--- src/rtl/wb_pkg.sv ---
// Shared Wishbone definitions: transaction state encodings and default bus widths,
// intended for reuse by other initiators and slaves on the same bus.
package wb_pkg;

  localparam int unsigned WB_ADDR_W = 16;
  localparam int unsigned WB_DATA_W = 32;

  typedef enum logic [1:0] {
    ST_IDLE     = 2'd0,
    ST_STROBE   = 2'd1,
    ST_WAIT_ACK = 2'd2,
    ST_RESPOND  = 2'd3
  } wb_state_e;

endpackage

--- src/rtl/wb_host_timeout.sv ---
// Bus-cycle watchdog for wb_host: a 16-bit counter that is cleared when a command is
// accepted, counts cycles while enabled, and flags expiry at LIMIT-1.
module wb_host_timeout #(
  parameter int unsigned LIMIT = 255
) (
  input  logic i_clk,
  input  logic i_rst_n,
  input  logic i_clear,
  input  logic i_en,
  output logic o_expired
);

  logic [15:0] r_count;

  always_ff @(posedge i_clk or negedge i_rst_n) begin
    if (!i_rst_n) begin
      r_count <= '0;
    end else if (i_clear) begin
      r_count <= '0;
    end else if (i_en) begin
      r_count <= r_count + 16'd1;
    end
  end

  assign o_expired = i_en && (r_count == 16'(LIMIT - 1));

endmodule

--- src/rtl/wb_host.sv ---
// Wishbone B4 pipelined initiator running one classic cycle per request.
// Optional bus watchdog is enabled by defining WB_HOST_TIMEOUT_EN.
module wb_host
  import wb_pkg::*;
#(
  parameter int unsigned ADDR_W         = WB_ADDR_W,
  parameter int unsigned DATA_W         = WB_DATA_W,
  parameter int unsigned TIMEOUT_CYCLES = 255
) (
  input  logic              i_wb_clk,
  input  logic              i_wb_rst_n,
  input  logic              i_req_valid,
  output logic              o_req_ready,
  input  logic              i_req_we,
  input  logic [ADDR_W-1:0] i_req_addr,
  input  logic [DATA_W-1:0] i_req_data,
  output logic              o_rsp_valid,
  input  logic              i_rsp_ready,
  output logic [DATA_W-1:0] o_rsp_data,
  output logic              o_rsp_err,
  output logic              o_wb_cyc,
  output logic              o_wb_stb,
  output logic              o_wb_we,
  output logic [ADDR_W-1:0] o_wb_addr,
  output logic [DATA_W-1:0] o_wb_data,
  input  logic [DATA_W-1:0] i_wb_data,
  input  logic              i_wb_stall,
  input  logic              i_wb_ack
);

  wb_state_e         r_state, w_state_next;
  logic              r_cyc, w_cyc_next;
  logic              r_stb, w_stb_next;
  logic              r_we, w_we_next;
  logic [ADDR_W-1:0] r_addr, w_addr_next;
  logic [DATA_W-1:0] r_wdata, w_wdata_next;
  logic              r_rsp_valid, w_rsp_valid_next;
  logic [DATA_W-1:0] r_rsp_data, w_rsp_data_next;
  logic              r_rsp_err, w_rsp_err_next;

  logic w_accept;
  logic w_slave_take;
  logic w_expired;

  assign w_accept     = i_req_valid && (r_state == ST_IDLE);
  assign w_slave_take = (r_state == ST_STROBE) && !i_wb_stall;

`ifdef WB_HOST_TIMEOUT_EN
  wb_host_timeout #(
    .LIMIT(TIMEOUT_CYCLES)
  ) u_timeout (
    .i_clk     (i_wb_clk),
    .i_rst_n   (i_wb_rst_n),
    .i_clear   (w_accept),
    .i_en      (r_cyc),
    .o_expired (w_expired)
  );
`else
  assign w_expired = 1'b0;
`endif

  always_ff @(posedge i_wb_clk or negedge i_wb_rst_n) begin
    if (!i_wb_rst_n) begin
      r_state     <= ST_IDLE;
      r_cyc       <= 1'b0;
      r_stb       <= 1'b0;
      r_we        <= 1'b0;
      r_addr      <= '0;
      r_wdata     <= '0;
      r_rsp_valid <= 1'b0;
      r_rsp_data  <= '0;
      r_rsp_err   <= 1'b0;
    end else begin
      r_state     <= w_state_next;
      r_cyc       <= w_cyc_next;
      r_stb       <= w_stb_next;
      r_we        <= w_we_next;
      r_addr      <= w_addr_next;
      r_wdata     <= w_wdata_next;
      r_rsp_valid <= w_rsp_valid_next;
      r_rsp_data  <= w_rsp_data_next;
      r_rsp_err   <= w_rsp_err_next;
    end
  end

  always_comb begin
    w_state_next     = r_state;
    w_cyc_next       = r_cyc;
    w_stb_next       = r_stb;
    w_we_next        = r_we;
    w_addr_next      = r_addr;
    w_wdata_next     = r_wdata;
    w_rsp_valid_next = r_rsp_valid;
    w_rsp_data_next  = r_rsp_data;
    w_rsp_err_next   = r_rsp_err;
    case (r_state)
      ST_IDLE: begin
        if (w_accept) begin
          w_state_next = ST_STROBE;
          w_cyc_next   = 1'b1;
          w_stb_next   = 1'b1;
          w_we_next    = i_req_we;
          w_addr_next  = i_req_addr;
          w_wdata_next = i_req_data;
        end
      end
      ST_STROBE, ST_WAIT_ACK: begin
        // A real ACK (not one raised while stalled) beats a same-edge timeout.
        if ((w_slave_take || r_state == ST_WAIT_ACK) && i_wb_ack) begin
          w_state_next     = ST_RESPOND;
          w_cyc_next       = 1'b0;
          w_stb_next       = 1'b0;
          w_rsp_valid_next = 1'b1;
          w_rsp_data_next  = r_we ? '0 : i_wb_data;
          w_rsp_err_next   = 1'b0;
        end else if (w_expired) begin
          w_state_next     = ST_RESPOND;
          w_cyc_next       = 1'b0;
          w_stb_next       = 1'b0;
          w_rsp_valid_next = 1'b1;
          w_rsp_data_next  = '0;
          w_rsp_err_next   = 1'b1;
        end else if (w_slave_take) begin
          w_state_next = ST_WAIT_ACK;
          w_stb_next   = 1'b0;
        end
      end
      ST_RESPOND: begin
        if (i_rsp_ready) begin
          w_state_next     = ST_IDLE;
          w_rsp_valid_next = 1'b0;
        end
      end
      default: w_state_next = ST_IDLE;
    endcase
  end

  assign o_req_ready = (r_state == ST_IDLE);
  assign o_rsp_valid = r_rsp_valid;
  assign o_rsp_data  = r_rsp_data;
  assign o_rsp_err   = r_rsp_err;
  assign o_wb_cyc    = r_cyc;
  assign o_wb_stb    = r_stb;
  assign o_wb_we     = r_we;
  assign o_wb_addr   = r_addr;
  assign o_wb_data   = r_wdata;

endmodule

--- config.mk ---
export PLATFORM = sky130hd
export DESIGN_NAME = wb_host
export DESIGN_NICKNAME = d
export VERILOG_FILES = /design/src/rtl/wb_pkg.sv /design/src/rtl/wb_host_timeout.sv /design/src/rtl/wb_host.sv
export SDC_FILE = /design/constraint.sdc
export NUM_CORES = 1
export LEC_CHECK = 0
export CAP_MARGIN = 20
export CORE_ASPECT_RATIO = 1.4
export CORE_MARGIN = 8
export CORE_UTILIZATION = 37
export DETAILED_ROUTE_END_ITERATION = 8
export GPL_TIMING_DRIVEN = 0
export PLACE_DENSITY = 0.88
export SLEW_MARGIN = 20
export SYNTH_ARGS = -nofsm -noshare
export SYNTH_HDL_FRONTEND = slang
export SYNTH_SLANG_ARGS = --single-unit
--- constraint.sdc ---
create_clock -name i_wb_clk -period 1.59 [get_ports i_wb_clk]
set_clock_uncertainty 0.15 [all_clocks]
set_input_delay 0.2385 -clock i_wb_clk [delete_from_list [all_inputs] [get_ports i_wb_clk]]
set_output_delay 0.2385 -clock i_wb_clk [all_outputs]
set_load 0.05 [all_outputs]
==> flow_metrics.tcl <==
set metrics [dict create \
    status "finished, violations left" \
    violations "setup timing" \
    grt_max_degree 45 \
    syn-instance-count 276 \
    rows 42 \
    ios 173 \
    gp_congestion 0.754 \
    drtIter0Drc 82 \
    max_slew_margin_pct 62.0 \
    synth_nets 367 \
    top_usage_layer "met2" \
    endpoint "r_state[0]" \
    fp.dieH_um 132 \
    rr_endpoint "r_state[0]" \
    critical_path_required_ns 1.64 \
    yosysWarningCount 0 \
    antenna_found_initial 0 \
    grt_util_met2_pct 30.7 \
    ys_ff_latch 86 \
    viasPerCell 4.90 \
    grt_usage_pct 16.8 \
    cts_tree "done" \
    clk_pin_slew_ns 0.06 \
    cts_made_buffers 9 \
    slew_violations 0 \
    cts.sinks 86 \
    diodes 0 \
    grt_use_met1_pct 17.2 \
    setup.worst_path.class "flip-flop to flip-flop" \
    route.detailed.drc 0 \
    grt_pass1_vias 3235 \
    timing.rr.start "r_state[1]" \
    crit_start "r_state[1]" \
    ant_nets 0 \
    coreArea_um2 9410 \
    port_buffers 171 \
    htreeDepth 3 \
    initial_core_util_pct 37.7 \
    cp-end-kind "flip-flop" \
    grt_use_met3_pct 4.92 \
    instances_no_fill 594 \
    netlist_area_um2 3540 \
    drive_gt1_share_pct 46.9 \
    finalCritPeriodShare_pct 113 \
    place_hpwl_um 8040 \
    worst_skew_pair.late_latency_ns 0.32 \
    cts_root_buffer "clkbuf_16" \
    rsz0062_at_grt "true" \
    seq_area_frac_synth_pct 60.7 \
    die_w_um 98.7 \
    max_slew.worst_pin.slew_ns 0.569 \
    final_cell_mix "85 x clkdlybuf4s50_1, 85 x dfrtp_1, 41 x clkdlybuf4s15_2" \
    timing.final.ws_setup_ns -0.208 \
    cp-start-kind "flip-flop" \
    grt_pass1_wl_um 17200 \
    n_fill_cell 692 \
    ir_drop_mv 1.53 \
    overflow 0 \
    hold_viol_final 0 \
    min_path_type "input pin to asynchronous set/reset pin" \
    total_leakage_power_nw 2.74 \
    reg2reg_slack_ns -0.21 \
    synthToLayoutAreaGrowth_pct 73.4 \
    cap_violations 0 \
    cts_buffer_depth 2 \
    final_nets 571 \
    place_inst 558 \
    crit_fanout 8 \
    fmax_mhz 556 \
    fp.dieArea_um2 13000 \
    avgSynthCellArea_um2 12.8 \
    wirelength_um 11400 \
    synth_cell_type_count 24 \
    crit_arrival_ns 1.85 \
    wl_per_cell_um 19.1 \
    setup_violations 76 \
    dpl_cell_area_um2 5430 \
    postLayoutCellArea_um2 6150 \
    r2r_cells 6 \
    vias 2908 \
    p_per_area_nw_per_um2 2450 \
    drtPass1Iterations 4 \
    finalCriticalPeriod_ns 1.80 \
]
==> per-layer routing <==
layer  up-vias  routed length [um]
met4         0                 309
met3        21                 727
met1      1426                4120
met5         -                   0
met2       130                6200
li1       1331                   -
==> sequential cells by signal, summed over array words and instances, names as in the netlist <==
signal	cells
r_state	2
o_wb_addr	16
o_wb_we	1
o_wb_data	32
o_wb_stb	1
o_rsp_data	32
o_wb_cyc	1
o_rsp_valid	1
==> how the worst min path moves through the flow <==
stage	endpoint	slack, ns	cells after the start	from
3_5_place_dp	o_rsp_data[5]	0.12	1	i_wb_rst_n
3_3_place_gp	o_rsp_data[30]	0.31	2	o_rsp_data[30]
5_1_grt	o_rsp_data[6]	0.31	3	i_wb_data[6]
6_report	o_rsp_data[8]	0.31	2	i_wb_rst_n
4_1_cts	o_rsp_data[5]	0.31	2	i_wb_rst_n
2_1_floorplan	o_rsp_data[0]	-0.21	0	i_wb_rst_n
==> logic make-up after synthesis <==
kind of cell,after synthesis,share of synthesized area (%)
AO/OA/AOI/OAI,46,7.27
adder cells (fa/ha/maj),4,1.41
buffers and inverters,20,3.50
flip-flops,86,60.7
multiplexers,50,17.1
other,1,0.106
AND/OR/NAND/NOR,69,9.92
==> repair_timing <==
item                                    4_1_cts  5_1_grt
pin swaps                                    15       20
cloned                                        4        1
hold endpoints to repair                     43        0
gates resized for setup                     280      116
endpoints found under the setup margin      160      110
setup buffers                                 9       14
hold buffers                                  1        0
==> synth_stat cells, drive strengths merged <==
cell     n  area share (%)
dfrtp   86              61
a21o     1            0.21
o211ai   1            0.35
nand2b  32             5.6
clkbuf   5            0.53
nor2b    2            0.56
nand2   34             3.6
a31oi    1            0.18
a211oi   1            0.35
nor2     1            0.11
o21ai   38             5.4
buf     11             2.5
ha       4             1.4
o21ba    1            0.28
mux2    50              17
inv      4            0.42
o22a     1            0.25
a21oi    2            0.28
conb     1            0.11
==> layout make-up <==
cell class | count | area [um^2] | share of cell area, %
Clock buffer | 14 | 254 | 4.13
Inverter | 4 | 20.0 | 0.326
Sequential cell | 86 | 2150 | 35.0
Multi-Input combinational cell | 170 | 1490 | 24.2
Tap cell | 110 | 138 | 2.24
Clock inverter | 1 | 30.0 | 0.489
Buffer | 10 | 124 | 2.02
Timing Repair Buffer | 199 | 1940 | 31.5
==> worst max-delay path, stage by stage, from the launching register on <==
cell and delay (ns):
dfrtp_1 0.41, buf_4 0.17, ha_4 0.18, o211ai_4 0.24, buf_8 0.18, o21ai_1 0.08
mux2_4 0.27
==> power by group <==
part	total [mW]	switching (mW)	leakage [nW]	internal, mW
registers	3.84	0.624	1.05	3.22
logic	9.21	5.79	1.56	3.42
clock network	2.02	0.769	0.137	1.25
==> through the flow <==
stage          setup WS [ns]  total power, mW  setup TNS (ns)  hold slack [ns]  util (%)
2_1_floorplan        -0.0797             9.37          -0.872           -0.207         -
3_3_place_gp           -2.87             12.1         -260.39            0.312      57.5
3_5_place_dp          -0.277             12.3          -15.87            0.123      57.7
4_1_cts               -0.160             14.6           -3.42            0.307      64.2
5_1_grt               -0.240             15.7          -10.26            0.309      65.3
6_report              -0.208             15.1           -6.82            0.310      65.3
Power figures use the tool's default switching activity.
